**config.mk**
```make
export PLATFORM = sky130hd
export DESIGN_NAME = priority_encoder_8x3_flat
export DESIGN_NICKNAME = d
export VERILOG_FILES = /design/src/rtl/priority_encoder_8x3_if.sv /design/src/rtl/priority_encoder_8x3.sv /design/src/flat_wrapper.sv
export SDC_FILE = /design/constraint.sdc
export NUM_CORES = 1
export LEC_CHECK = 0
export ABC_AREA = 1
export CORE_AREA = 4 4 41 43
export DETAILED_ROUTE_END_ITERATION = 7
export DIE_AREA = 0 0 45 47
export PLACE_DENSITY = 0.53
export SLEW_MARGIN = 0
export SYNTH_ARGS = -nofsm -noshare
export SYNTH_HDL_FRONTEND = slang
export SYNTH_SLANG_ARGS = --single-unit
```
**constraint.sdc**
```tcl
create_clock -name clk -period 0.8 [get_ports clk]
set_input_delay 0.08 -clock clk [delete_from_list [all_inputs] [get_ports clk]]
set_output_delay 0.08 -clock clk [all_outputs]
set_load 0.005 [all_outputs]
```
**src/rtl/priority_encoder_8x3_if.sv**
```systemverilog
// Request-vector / encoded-result bundle for priority_encoder_8x3.
// master drives the request side; slave (the encoder) drives the result side.
interface priority_encoder_8x3_if;
  logic       en;
  logic [7:0] in;
  logic [2:0] out;
  logic       valid;
  logic       multi;

  modport master (output en, output in, input out, input valid, input multi);
  modport slave  (input en, input in, output out, output valid, output multi);
endinterface

```
**src/rtl/priority_encoder_8x3.sv**
```systemverilog
// Registered 8-to-3 MSB-first priority encoder with zero and multi-hot flags.
// Optional multi-hot detection is built only when PRIORITY_ENCODER_MULTI_DETECT_EN is defined.
module priority_encoder_8x3 (
  input  logic                 clk,
  input  logic                 rst,
  priority_encoder_8x3_if.slave bus
);
  localparam int unsigned IN_W  = 8;
  localparam int unsigned OUT_W = 3;

  typedef struct packed {
    logic [OUT_W-1:0] idx;
    logic             valid;
    logic             multi;
  } result_t;

  result_t dec_c;
  result_t res_q;

  // Ascending scan so the highest set bit is the last assignment to win.
  always_comb begin
    dec_c = '0;
    for (int i = 0; i < int'(IN_W); i++) begin
      if (bus.in[i]) dec_c.idx = OUT_W'(i);
    end
    dec_c.valid = |bus.in;
`ifdef PRIORITY_ENCODER_MULTI_DETECT_EN
    // Clearing the lowest set bit leaves something iff two or more bits were set.
    dec_c.multi = |(bus.in & (bus.in - IN_W'(1)));
`endif
  end

  always_ff @(posedge clk or posedge rst) begin
    if (rst) begin
      res_q <= '0;
    end else if (bus.en) begin
      res_q <= dec_c;
    end
  end

  assign bus.out   = res_q.idx;
  assign bus.valid = res_q.valid;
  assign bus.multi = res_q.multi;
endmodule

```
**src/flat_wrapper.sv**
```systemverilog
// flat-port wrapper written by rule: the top's interface ports become plain ports
module priority_encoder_8x3_flat 
  (clk, rst, bus_en, bus_in, bus_out, bus_valid, bus_multi);
  priority_encoder_8x3_if bus_i ();
  input  logic clk;
  input  logic rst;
  input wire logic [$bits(bus_i.en)-1:0] bus_en;
  input wire logic [$bits(bus_i.in)-1:0] bus_in;
  output wire logic [$bits(bus_i.out)-1:0] bus_out;
  output wire logic [$bits(bus_i.valid)-1:0] bus_valid;
  output wire logic [$bits(bus_i.multi)-1:0] bus_multi;
  assign bus_i.en = bus_en;
  assign bus_i.in = bus_in;
  assign bus_out = bus_i.out;
  assign bus_valid = bus_i.valid;
  assign bus_multi = bus_i.multi;
  priority_encoder_8x3 u_core (.clk(clk), .rst(rst), .bus(bus_i));
endmodule
```
## After elaboration in Yosys (flattened, before gate mapping)

Index checks and enable logic that the tools add are counted.

- Div/mod/pow operators: 0
- Muxes and demuxes: 7
- $add $sub $neg: 0
- Reduce and logical (&&, ||, !) cells: 1
- Bitwise gates (word level): 0
- $mul: 0
- Shift operators: 0
- Order comparisons: 0
- Equal/unequal tests: 0

Operators by type and width:

| operator | count |
|---|---|
| 2-to-1 mux 3 bit | 4 |
| OR reduction 8 bit | 1 |
| 2-to-1 mux 2 bit | 2 |
| 2-to-1 mux 1 bit | 1 |

- Flip-flop bits (word level): 4
- Memories kept: 0
- Bits of input ports: 11
- ROM bits: 0
- Latch bits: 0
- Memory bits (writable): 0

## Depth between registers and ports, before layout

Gate-level depths: netlist of the first run.

- Depth after elaboration: 7
- Depth in mapped cells: 7
- Mapped depth without buffers: 7

## Least setup slack after synthesis of the first run

OpenSTA, ideal clock, no wires.

- Kind: register to register
- From: register u_core.bus.valid (netlist name)
- To: register u_core.res_q (netlist bit u_core.bus.valid)
- Stages on the path, launching flop included: 2
- Library setup time: 0.121 ns
- Path slack: 0.128 ns
- Arrival: 0.551 ns
- Path buffers: 0
- Cell sequence: dfrtp_1 o22a_1

RTL lines:

| what | line | text |
|---|---|---|
| end signal: assignment | priority_encoder_8x3.sv:35 | `res_q <= '0;` |
| end signal: assignment | priority_encoder_8x3.sv:37 | `res_q <= dec_c;` |
| end: declaration | priority_encoder_8x3.sv:18 | `result_t res_q;` |

## Worst setup path after layout of the first run

- From: register u_core.res_q (netlist bit u_core.bus.valid)
- To: output port bus_valid

RTL lines:

| what | line | text |
|---|---|---|
| end: declaration | flat_wrapper.sv:10 | `output wire logic [$bits(bus_i.valid)-1:0] bus_valid;` |

No word-level cell between the ends.

==> flow_results.org, run 1 <==
** Drt
- For this block, the routed nets add up to 580 um of wire.
- The detail route stage leaves a number of antenna-violating nets equal to 0.
- # DRC :: 0
- In the routed layout, each cell is associated on average with a via count of 3.92.
- Routed wirelength normalized by instance count :: 8.92 um
- Initial detailed-routing violation count :: 2
- For this run, the detailed router's first-pass iteration total came to 2.
- Overall via count from detail_route :: 255

** Setup path
- The worst setup path is launched from a flip-flop.
- Walking the worst path, the cells encountered are buf_2.
- Along the worst path, the maximum fanout reaches 2.
- Worst path required time :: 720 ps
- CP Data Arrival Time :: 730 ps
- The worst setup path is captured at an output port.
- Category of the most critical setup path :: reg -> out
- Delay of the slowest critical-path stage :: 370 ps
- CP bufs+invs :: 1
- Slowest cell on the critical path :: dfrtp_1
- Largest delay share family, worst path :: flip-flops

** Synthesis
- Number of warnings reported in the yosys synthesis log :: 0
- Syn Std Cell Area :: 221 um^2
- Counting every instance in the synthesized netlist gives 31.
- Flop and latch count out of synthesis :: 4
- Synthesis instantiated 13 different standard cells from the library.
- The number of nets handed over by synthesis was 42.
- Of the synthesized area, sequential elements account for 0.452.
- Mapped Avg Cell Area :: 7.14 um^2

** Power and ir drop
- Dividing total power by cell area gives a power density of 1430 mW/mm^2.
- IR drop worst, VDD :: 0.493 mV
- In this run the static leakage power is 0.000197 uW.

** Status
- Failing checks :: negative setup slack
- Outcome :: finished, violations left

** Finish
- Util after Layout :: 0.312
- Final Non-Filler Cells :: 65
- Nets :: 63
- Most common cell after layout, fill and taps aside :: clkdlybuf4s50_1
- Top library cells by usage in the layout, fill and taps aside :: clkdlybuf4s50_1, inv_1, nor2_1, nand2_1
- Share of layout cells above drive strength 1 :: 0.260
- Number of filler instances in the final layout :: 154
- Diode count :: 0
- Once layout is done, the placed cells without fillers occupy 405 um^2.
- Relative to the synthesized area, the layout overhead comes to 83.1%.

** Die
- Die area :: 0.00212 mm^2
- The initialized floorplan defines 13 standard-cell rows.
- Total I/O pin count :: 16
- The initial utilization of the core area, before any placement, comes to 0.170.
- Area of the core region :: 0.00130 mm^2
- Die span in x :: 45 um
- The die is 47 um tall.

** Placement
- Routability-driven placement finished with a final weighted congestion of 0.751.
- Cell Count Post-Placement :: 61
- Worst slack at placement :: -249 ps
- Buffers placed on the I/O ports in this run total 14.
- In this run the cell area measured after placement is 388 um^2.
- Post-detailed-placement half-perimeter wirelength :: 468 um

** Global routing
- The number of antenna violations at the first check in global routing was 0.
- The first global-routing pass estimated 986 um of wire.
- Pin count of the biggest net entering global routing :: 7
- The total overflow left after global routing is 0.
- Vias in the first global route :: 269
- In the global route stage, overall resource usage came out at 0.0721.

** Timing
- Final number of hold-violating endpoints :: 0
- The final-report max-slew violation count was 0.
- Fin crit period :: 812 ps
- Setup clock skew after layout :: 0 ps
- Static timing analysis puts the maximum clock frequency at 1230 MHz.
- RSZ-0062 raised after global routing :: yes
- Worst Slack Setup Final :: -11.9 ps
- Setup violations remaining at the end of the flow were counted as 3.
- Share of the clock period used by the worst path :: 1.01

** Clock tree
- Inserted Clock Buffers :: 3
- CTS built an H-tree with a depth of 1.
- TritonCTS built the clock tree.
- Largest buffer count on any clock path :: 2
- Clock latency on the worst-skew pair, taken at its later pin, is 230 ps.
- Clock-pin slew was measured on the worst setup and hold paths at 40 ps.
- Clock tree root buffer cell :: clkbuf_4
- Hold buffer count at CTS :: 0
- Counting every sink on the clock net gives 4.

** Flow run
- Max-cap violations in this run came to 0.

** Hold path
- In this run the worst hold path is classified as in -> async.
[synthesized netlist by cell type, drive strengths merged]
master | number | area [um^2]
o22a | 1 | 8.76
nand3 | 2 | 10.0
a31oi | 1 | 6.26
o21a | 1 | 7.51
buf | 1 | 7.51
dfrtp | 4 | 100
inv | 7 | 26.3
o21ai | 1 | 5.00
nor2 | 6 | 22.5
a21oi | 1 | 5.00
nand2 | 5 | 18.8
conb | 1 | 3.75
[flip-flops by register name, indices dropped and copies added (netlist names)]
name,count
u_core.bus.out,3
u_core.bus.valid,1
[metal layers]
layer / track usage / up-vias / wire length, um
met2: 0.0989 / 10 / 287
li1: - / 132 / -
met4: 0.0351 / 0 / 0
met5: 0 / - / 0
met1: 0.0665 / 113 / 198
met3: 0.0805 / 0 / 94
[cell families (layout without fill, tap and decap cells)]
family	after synthesis	after routing	share of synthesized area
flip-flops	4	4	0.452
AO/OA/AOI/OAI	5	5	0.147
AND/OR/NAND/NOR	13	13	0.232
other	1	1	0.0169
buffers and inverters	8	27	0.153
[final cells by class]
type | instances | area (um^2) | area share
Timing Repair Buffer | 17 | 144 | 0.355
Sequential cell | 4 | 100 | 0.247
Multi-Input combinational cell | 19 | 93.8 | 0.231
Inverter | 7 | 26.3 | 0.0648
Clock buffer | 3 | 22.5 | 0.0556
Tap cell | 15 | 18.8 | 0.0463
[power breakdown]
| group | internal [uW] | switching [uW] | leakage (uW) |
|---|---|---|---|
| clock network | 167 | 74.6 | 0.0000138 |
| registers | 214 | 4.57 | 0.0000383 |
| logic | 71.6 | 47.1 | 0.000144 |
| total | 453 | 126 | 0.000197 |
[timing repair]
item                       in CTS  in global routing
setup buffers                   1                  0
resized for setup              17                  3
setup endpoints to repair       5                  6
[stage by stage]
stage	hold WS (ps)	TNS, ps	power [uW]
6_report	40.6	-17.2	580
2_1_floorplan	-154	0	261
3_3_place_gp	281	-1340	350
4_1_cts	28.9	-72.8	599
5_1_grt	64.1	-278	636
3_5_place_dp	283	-1360	351
[path summary, 6_finish.rpt]
| path | startpoint | to | depth (start not counted) | slack (ps) |
|---|---|---|---|---|
| min in group clk | bus_in[2] | u_core.bus.valid | 4 | 240 |
| min reg2reg | u_core.bus.out[1] | u_core.bus.out[1] | 2 | 530 |
| max reg2reg | u_core.bus.valid | u_core.bus.valid | 2 | 0 |
| max | u_core.bus.valid | bus_valid | 1 | -10 |
| min | rst | u_core.bus.out[1] | 2 | 40 |
| max in group asynchronous | rst | u_core.bus.valid | 2 | 610 |
Note: power is estimated with default switching activity, not from simulation.
==> run 2: changes to the inputs <==
--- a/config.mk
+++ b/config.mk
@@ -9,6 +9,7 @@
 export CORE_AREA = 4 4 41 43
 export DETAILED_ROUTE_END_ITERATION = 7
 export DIE_AREA = 0 0 45 47
+export MAX_ROUTING_LAYER = met4
 export PLACE_DENSITY = 0.53
 export SLEW_MARGIN = 0
 export SYNTH_ARGS = -nofsm -noshare
==> flow_results.org, run 2 (synthesized netlist as in run 1, its figures left out) <==
** Setup path
- CP Capture Type :: output port (unchanged)
- The peak per-stage delay on the critical path came to 370 ps (about the same).
- Worst R2R Setup Slack :: 0 ps (about the same)
- The termination of the worst setup path is bus_valid (unchanged).
- Slowest cell on the critical path :: dfrtp_1 (unchanged)
- The kind of critical path is reg -> out (unchanged).
- Worst r2r src :: u_core.bus.valid (unchanged)
- Worst path required time :: 720 ps (about the same)
- The path length in cells of the critical path was 1 (unchanged).
- Maximum fanout count along the critical path :: 2 (unchanged)
- The endpoint of the most critical register-to-register path is u_core.bus.valid (unchanged).
- Largest delay share family, worst path :: flip-flops (unchanged)
- The startpoint of the most critical setup path was u_core.bus.valid (unchanged).
- The type of element launching the critical path is a flip-flop (unchanged).
- Worst-path cell chain: buf_2 (unchanged).
- CP Data Arrival Time :: 730 ps (about the same)
- The depth of the most critical reg-to-reg path came to 2 (unchanged).
- The number of buffers and inverters on the critical path came to 1 (unchanged).

** Die
- The height of the die was 47 um (unchanged).
- Die area :: 0.00212 mm^2 (unchanged)
- The area of the core came to 0.00130 mm^2 (unchanged).
- The count of pins on the block boundary came to 16 (unchanged).
- Number of core rows :: 13 (unchanged)
- Starting density of the core :: 0.170 (unchanged)
- Die span in x :: 45 um (unchanged)

** Global routing
- Vias in the first global route :: 270 (was 269)
- The aggregate global routing overflow was 0 (unchanged).
- The wire length of the first global-routing pass came to 979 um (was 986 um).
- Overall global routing resource usage :: 0.0745 (was 0.0721)
- The pin count of the biggest net entering global routing was 7 (unchanged).
- The number of antenna violations at the first check in global routing came to 0 (unchanged).

** Timing
- The final period utilization came to 1.02 (was 1.01).
- Final count of negative-setup-slack endpoints :: 3 (unchanged)
- The worst setup skew after layout is 0 ps (unchanged).
- The final critical-path setup slack was -13.9 ps (was -11.9 ps).
- Final number of hold-violating endpoints :: 0 (unchanged)
- Number of pins exceeding their max-slew limit in the final report :: 0 (unchanged)
- The fmax is 1230 MHz (about the same).
- RSZ-0062 raised after global routing: yes (unchanged).
- The shortest clock period the worst path allows after layout was 814 ps (was 812 ps).

** Power and ir drop
- The leakage power was 0.000197 uW (unchanged).
- IR drop worst, VDD :: 0.493 mV (about the same)
- The power density over cell area was 1430 mW/mm^2 (about the same).
- Total power of the final layout :: 579 uW (was 580 uW)

** Drt
- Via-to-Cell Ratio :: 3.92 (unchanged)
- Wire length reported by the detailed router :: 581 um (was 580 um)
- The number of DRC violations after detailed routing was 0 (unchanged).
- Count of nets left with antenna violations after detail routing :: 0 (unchanged)
- Initial detailed-routing violation count :: 3 (was 2)
- First-pass detailed-route iteration total :: 3 (was 2)
- Overall via count from detail_route :: 255 (unchanged)
- Routed wirelength normalized by instance count :: 8.94 um (was 8.92 um)

** Placement
- Placer congestion estimate :: 0.761 (was 0.751)
- Area after detailed placement :: 388 um^2 (unchanged)
- Post-detailed-placement half-perimeter wirelength :: 468 um (unchanged)
- The number of placed instances, taps included was 61 (unchanged).
- Number of port buffers :: 14 (unchanged)

** Clock tree
- Latest clock arrival within the worst-skew pair :: 230 ps (about the same)
- The number of buffers created by CTS is 3 (unchanged).
- Sinks on Clock Net :: 4 (unchanged)
- The number of buffers on the longest clock path is 2 (unchanged).
- Clock transition at the registers of the reported paths :: 40 ps (about the same)
- The hold buffer count at cts came to 0 (unchanged).
- H-tree Lvls :: 1 (unchanged)
- The clock tree root buffer cell is clkbuf_4 (unchanged).
- TritonCTS clock tree :: built (unchanged)

** Finish
- Fin area :: 405 um^2 (unchanged)
- The net count of the finished layout was 63 (unchanged).
- The total of fill cells in the finished design came to 154 (unchanged).
- The flip-flop count of the largest register, all copies and words added is 3 (unchanged).
- Share of layout cells above drive strength 1 :: 0.260 (unchanged)
- Util after Layout :: 0.312 (unchanged)
- The combined area of the multi-input logic cells came to 93.8 um^2 (unchanged).
- Most common cell after layout, fill and taps aside :: clkdlybuf4s50_1 (unchanged)
- Top library cells by usage in the layout, fill and taps aside :: clkdlybuf4s50_1, inv_1, nor2_1, nand2_1 (unchanged)
- The count of antenna diodes in the layout came to 0 (unchanged).
- Final Non-Filler Cells :: 65 (unchanged)
- Area occupied by registers :: 100 um^2 (unchanged)
- Area grow syn2layout :: 83.1% (unchanged)

** Status
- Outcome :: finished, violations left (unchanged)
- Failing checks :: negative setup slack (unchanged)

** Hold path
- Min-Delay Path Class :: in -> async (unchanged)

** Flow run
- Max Cap Viol :: 0 (unchanged)
run 2: cell counts in the layout (fill, tap and decap cells not counted):
Identical to the previous run, type by type.
run 2: area by class of cell:
| type | instances | share of cell area |
|---|---|---|
| inverters | 7 | 0.0648 |
| repair buffers | 17 | 0.355 |
| multi-input cells | 19 | 0.231 |
| flip-flops and latches | 4 | 0.247 |
| well taps | 15 | 0.0463 |
| clock buffers | 3 | 0.0556 |
run 2: metrics by stage:
step	hold WS [ps]	worst slack, ps	setup TNS, ps
after floorplan	-154	128	0
after global placement	281	-257	-1340
after detailed placement	283	-249	-1360
after CTS	28.9	-23.8	-72.8
after global routing	64.1	-58.7	-276
final	35.3	-13.9	-20.1
run 2: how the worst min path moves through the flow:
stage	endpoint	slack (ps)
after CTS	u_core.bus.out[0]	30
after global placement	u_core.bus.valid	280
final	u_core.bus.out[1]	40
after global routing	u_core.bus.out[0]	60
after detailed placement	u_core.bus.out[2]	280
after floorplan	u_core.bus.out[0]	-150
run 2: power by group:
group | leakage [uW] | switching (uW) | internal (uW)
combinational | 0.000144 | 46.8 | 71.6
clock | 0.0000138 | 74.5 | 167
sequential | 0.0000383 | 4.58 | 214
run 2: timing repair:
item	in CTS	in global routing
setup endpoints to repair	5	6
gates resized for setup	17	3
setup buffers	1	0
pin swaps	0	0
run 2: layer usage:
layer  part of all wire  up-vias  GRT usage
met1               0.36      113     0.0711
met4                  0        0     0.0351
met2               0.49       10     0.0989
li1                   -      132          -
met5                  0        -          -
met3               0.14        0     0.0728
run 2: worst register-to-register path: stages, from the launching register on:
cell     delay [ps]
dfrtp_1         370
buf_4           130
o22a_1          180
